[config.mk]
export PLATFORM = sky130hd
export DESIGN_NAME = otter_mem_arbiter
export DESIGN_NICKNAME = d
export VERILOG_FILES = /design/src/rtl/otter_mem_arbiter.sv
export SDC_FILE = /design/constraint.sdc
export NUM_CORES = 1
export LEC_CHECK = 0
export ABC_AREA = 0
export CAP_MARGIN = 40
export CORE_MARGIN = 3
export CORE_UTILIZATION = 39
export CTS_CLUSTER_DIAMETER = 120
export CTS_CLUSTER_SIZE = 20
export DETAILED_ROUTE_END_ITERATION = 6
export GPL_ROUTABILITY_DRIVEN = 0
export HOLD_SLACK_MARGIN = 0.03
export PLACE_DENSITY = 0.81
export REMOVE_ABC_BUFFERS = 1
export SLEW_MARGIN = 20
export SYNTH_ARGS = -nofsm -noshare
export SYNTH_HDL_FRONTEND = slang
export SYNTH_SLANG_ARGS = --single-unit
[constraint.sdc]
create_clock -name clk -period 2.2 [get_ports clk]
set_input_delay 0.33 -clock clk [delete_from_list [all_inputs] [get_ports clk]]
set_output_delay 0.33 -clock clk [all_outputs]
set_load 0.05 [all_outputs]
[src/rtl/otter_mem_arbiter.sv]
// Arbitrates a single-port unified memory between instruction fetch and data access ports.
// One outstanding transaction; grants are combinational in IDLE, and rvalid arrives the cycle after mem_ack or timeout.
module otter_mem_arbiter #(
    parameter int unsigned TIMEOUT      = 16,
    parameter int unsigned MAX_D_STREAK = 4
) (
    input  logic        clk,
    input  logic        rst,
    input  logic        i_req,
    input  logic [31:0] i_addr,
    output logic        i_gnt,
    output logic        i_rvalid,
    output logic [31:0] i_r_data,
    output logic        i_err,
    input  logic        d_req,
    input  logic        d_we,
    input  logic [3:0]  d_strb,
    input  logic [31:0] d_addr,
    input  logic [31:0] d_w_data,
    output logic        d_gnt,
    output logic        d_rvalid,
    output logic [31:0] d_r_data,
    output logic        d_err,
    output logic        mem_req,
    output logic        mem_we,
    output logic [3:0]  mem_strb,
    output logic [31:0] mem_addr,
    output logic [31:0] mem_w_data,
    input  logic        mem_ack,
    input  logic [31:0] mem_r_data
);
    typedef enum logic [1:0] {IDLE, BUSY_I, BUSY_D} state_t;

    localparam logic [7:0] TMO_LAST   = 8'(TIMEOUT - 1);
    localparam logic [3:0] STREAK_MAX = 4'(MAX_D_STREAK);

    state_t      state_q, state_d;
    logic [7:0]  cnt_q, cnt_d;
    logic [3:0]  streak_q, streak_d;
    logic        mem_req_q, mem_req_d;
    logic        mem_we_q, mem_we_d;
    logic [3:0]  mem_strb_q, mem_strb_d;
    logic [31:0] mem_addr_q, mem_addr_d;
    logic [31:0] mem_w_data_q, mem_w_data_d;
    logic        i_rvalid_q, i_rvalid_d, i_err_q, i_err_d;
    logic        d_rvalid_q, d_rvalid_d, d_err_q, d_err_d;
    logic [31:0] i_r_data_q, i_r_data_d, d_r_data_q, d_r_data_d;
    logic        done, done_err;
    logic [31:0] done_data;

    always_comb begin
        state_d      = state_q;
        cnt_d        = cnt_q;
        streak_d     = streak_q;
        mem_req_d    = mem_req_q;
        mem_we_d     = mem_we_q;
        mem_strb_d   = mem_strb_q;
        mem_addr_d   = mem_addr_q;
        mem_w_data_d = mem_w_data_q;
        i_gnt        = 1'b0;
        d_gnt        = 1'b0;
        done         = 1'b0;
        done_err     = 1'b0;
        done_data    = 32'h0;

        case (state_q)
            IDLE: begin
                // A grant during reset would be lost, so hold requesters off until it drops.
                if (!rst) begin
                    if (d_req && (!i_req || streak_q < STREAK_MAX)) begin
                        d_gnt = 1'b1;
                    end else if (i_req) begin
                        i_gnt = 1'b1;
                    end
                end
                if (d_gnt) begin
                    state_d      = BUSY_D;
                    cnt_d        = 8'h0;
                    mem_req_d    = 1'b1;
                    mem_we_d     = d_we;
                    mem_strb_d   = d_strb;
                    mem_addr_d   = d_addr;
                    mem_w_data_d = d_w_data;
                    if (!i_req) begin
                        streak_d = 4'h0;
                    end else if (streak_q < STREAK_MAX) begin
                        streak_d = streak_q + 4'h1;
                    end
                end else if (i_gnt) begin
                    state_d      = BUSY_I;
                    cnt_d        = 8'h0;
                    streak_d     = 4'h0;
                    mem_req_d    = 1'b1;
                    mem_we_d     = 1'b0;
                    mem_strb_d   = 4'h0;
                    mem_addr_d   = i_addr;
                    mem_w_data_d = 32'h0;
                end
            end
            BUSY_I, BUSY_D: begin
                // An ack in the timeout cycle takes precedence over the error.
                if (mem_ack) begin
                    done      = 1'b1;
                    done_data = mem_we_q ? 32'h0 : mem_r_data;
                end else begin
                    cnt_d = cnt_q + 8'h1;
                    if (cnt_q == TMO_LAST) begin
                        done     = 1'b1;
                        done_err = 1'b1;
                    end
                end
                if (done) begin
                    state_d   = IDLE;
                    mem_req_d = 1'b0;
                end
            end
            default: state_d = IDLE;
        endcase

        i_rvalid_d = done && (state_q == BUSY_I);
        i_err_d    = done_err && (state_q == BUSY_I);
        i_r_data_d = (state_q == BUSY_I) ? done_data : 32'h0;
        d_rvalid_d = done && (state_q == BUSY_D);
        d_err_d    = done_err && (state_q == BUSY_D);
        d_r_data_d = (state_q == BUSY_D) ? done_data : 32'h0;
    end

    always_ff @(posedge clk) begin
        if (rst) begin
            state_q      <= IDLE;
            cnt_q        <= 8'h0;
            streak_q     <= 4'h0;
            mem_req_q    <= 1'b0;
            mem_we_q     <= 1'b0;
            mem_strb_q   <= 4'h0;
            mem_addr_q   <= 32'h0;
            mem_w_data_q <= 32'h0;
            i_rvalid_q   <= 1'b0;
            i_err_q      <= 1'b0;
            i_r_data_q   <= 32'h0;
            d_rvalid_q   <= 1'b0;
            d_err_q      <= 1'b0;
            d_r_data_q   <= 32'h0;
        end else begin
            state_q      <= state_d;
            cnt_q        <= cnt_d;
            streak_q     <= streak_d;
            mem_req_q    <= mem_req_d;
            mem_we_q     <= mem_we_d;
            mem_strb_q   <= mem_strb_d;
            mem_addr_q   <= mem_addr_d;
            mem_w_data_q <= mem_w_data_d;
            i_rvalid_q   <= i_rvalid_d;
            i_err_q      <= i_err_d;
            i_r_data_q   <= i_r_data_d;
            d_rvalid_q   <= d_rvalid_d;
            d_err_q      <= d_err_d;
            d_r_data_q   <= d_r_data_d;
        end
    end

    assign mem_req    = mem_req_q;
    assign mem_we     = mem_we_q;
    assign mem_strb   = mem_strb_q;
    assign mem_addr   = mem_addr_q;
    assign mem_w_data = mem_w_data_q;
    assign i_rvalid   = i_rvalid_q;
    assign i_err      = i_err_q;
    assign i_r_data   = i_r_data_q;
    assign d_rvalid   = d_rvalid_q;
    assign d_err      = d_err_q;
    assign d_r_data   = d_r_data_q;
endmodule

==> results.yml <==
final_layout:
  fin_area_um2: 8820
  final_cell_mix: "clkdlybuf4s50_1 (274), dfxtp_1 (152), a21oi_1 (73)"
  nets: 959
  antenna_cells: 0
  fin_cells: 1000
  drive_above_1_share: 0.0688
  fin_util: 0.685
  final_common_cell: "clkdlybuf4s50_1"
  syn2layout_area_growth_pct: 67.8
critical_path:
  reg2reg_to: "mem_addr[27]"
  ff2ff_setup_slack_ns: 0.36
  critPathMaxFanout: 39
  cp-startpoint: "i_req"
  crit_type: "in2out"
  cp-end-kind: "output port"
  reg2reg_from: "state_q[0]"
  r2r_cells: 5
  cp.arrival_ns: 1.77
  critical_path_required_ns: 1.87
  start_kind: "input port"
  crit_end: "d_gnt"
timing:
  fin_skew_ns: 0.00860
  fin_crit_ns: 2.10
  slew_viol_final: 0
  final_hold_viol_count: 0
  period_share: 0.954
  fmax_ghz: 0.476
  slew_headroom: 0.470
  finalSetupViolCount: 0
  rsz0062_at_grt: "false"
  worst_pin_slew_ns: 0.795
drt:
  vias: 5124
  drt_first_pass_iters: 5
  drt-initial-drc-count: 367
  drc_errors: 0
  post_drt_wl_per_cell_um: 17.9
  viasPerCell: 5.12
  antenna_left: 0
  drt-total-wl_mm: 17.9
placed_design:
  dp.cells: 969
  place_hpwl_mm: 13.2
  io_buffers: 277
  place_area_um2: 8200
floorplan:
  fp.dieH_um: 122
  dieArea_um2: 14900
  die_w_um: 122
  start_util: 0.408
  io_pins: 278
  coreArea_um2: 12900
  num_rows: 41
yosys:
  synth_flop_cell: "dfxtp_1"
  synth.avg_cell_area_um2: 9.58
  synthArstFlopShare: 0
  synth-edff-count: 0
  synthDistinctLibCells: 43
  synth-seq-cells: 152
  postSynthCellCount: 549
  yosys_warnings: 0
  yosysSeqAreaShare: 0.579
  syn-cell-area_um2: 5260
global_route:
  grt.overflow.total: 0
  grt_use_total: 0.237
  grt_max_degree: 66
  grt_pass1_wl_mm: 27.0
  grt_pass1_vias: 5287
  antenna_found_initial: 0
hold_path:
  hold_start: "rst"
  hp-class: "in2reg"
cts:
  root_buffer: "clkbuf_16"
  cts.sinks: 152
  insertion_delay_ns: 0.42
  postCtsHoldBufs: 0
  post-cts-setup-buffer-count: 0
  clockBufferDepth: 2
  cts_resized: 2
  cts_tree: "built"
  cts-htree-levels: 4
  numCtsBuffers: 17
  clk_pin_slew_ns: 0.06
power_and_ir_drop:
  p_per_area_nw_per_um2: 1050
  totalPowerFinal_w: 0.00926
  peakVddDrop_v: 0.000674
  p_leak_nw: 3.41
flow_run:
  cap_violations: 0
outcome:
  outcome: "complete, no violations"
[kinds of logic after synthesis]
group / count (synthesis) / synth area share
compound gates: 165 / 0.189
fa+ha+maj: 5 / 0.0119
buf+inv: 47 / 0.0445
flops: 152 / 0.579
mux: 1 / 0.00190
simple gates: 179 / 0.174
[Yosys cell counts (4+ instances only)]
library cell    n  area [um2]
dfxtp_1       152        3040
a21oi_1        73         365
and2_1         66         413
nand2_1        44         165
nor2_1         44         165
a22oi_1        38         285
o21ai_0        36         180
clkbuf_1       18        67.6
buf_2          12        60.1
ha_1            5        62.6
inv_1           5        18.8
buf_4           4        30.0
clkbuf_2        4        20.0
nand4_1         4        25.0
[state kept, by name, summed over array words and instances, names as in the netlist, 2 cells and up]
name / flops
mem_strb: 4
mem_addr: 32
d_r_data: 32
streak_q: 4
i_r_data: 32
cnt_q: 8
state_q: 2
mem_w_data: 32
[critical path, stage by stage]
cell	delay, ns
clkdlybuf4s50_1	0.57
o21ai_1	0.20
and3_1	0.25
buf_12	0.23
buf_12	0.17
[cell type report]
type                       count  area (um2)
fill                         989        4050
clock buffer                  21         470
timing repair buffer         289        2930
tap                          172         215
sequential                   152        3040
clock inverter                10         143
inverter                       6        22.5
multi-input combinational    350        2000
[report_power, final]
part	internal, W	total (W)	switching, W
logic	0.00114	0.00305	0.00191
registers	0.00306	0.00322	0.000161
clock network	0.00187	0.00299	0.00112
total	0.00607	0.00926	0.00319
[stage by stage]
step / setup WS [ns] / TNS, ns / hold slack, ns
after global routing: 0.00541 / 0 / 0.466
after floorplan: -0.162 / -3.33 / 0.399
final: 0.101 / 0 / 0.450
after global placement: 0.125 / 0 / 0.446
after CTS: 0.0862 / 0 / 0.437
after detailed placement: -0.00846 / -0.0120 / 0.451
[how the worst min path moves through the flow]
stage | end | slack, ns | depth (start not counted)
4_1_cts | mem_addr[28] | 0.44 | 4
5_1_grt | mem_addr[12] | 0.47 | 3
3_5_place_dp | streak_q[1] | 0.45 | 2
2_1_floorplan | cnt_q[2] | 0.40 | 1
6_report | mem_addr[28] | 0.45 | 4
3_3_place_gp | streak_q[1] | 0.45 | 2
[metal layers]
| metal | share of wire | global-route usage | up-vias |
|---|---|---|---|
| li1 | - | - | 2417 |
| met1 | 0.34 | 0.232 | 2403 |
| met2 | 0.50 | 0.411 | 265 |
| met3 | 0.13 | 0.120 | 39 |
| met4 | 0.032 | 0.118 | 0 |
| met5 | 0 | 0 | - |
No activity file was read; power rests on OpenSTA's default activity.
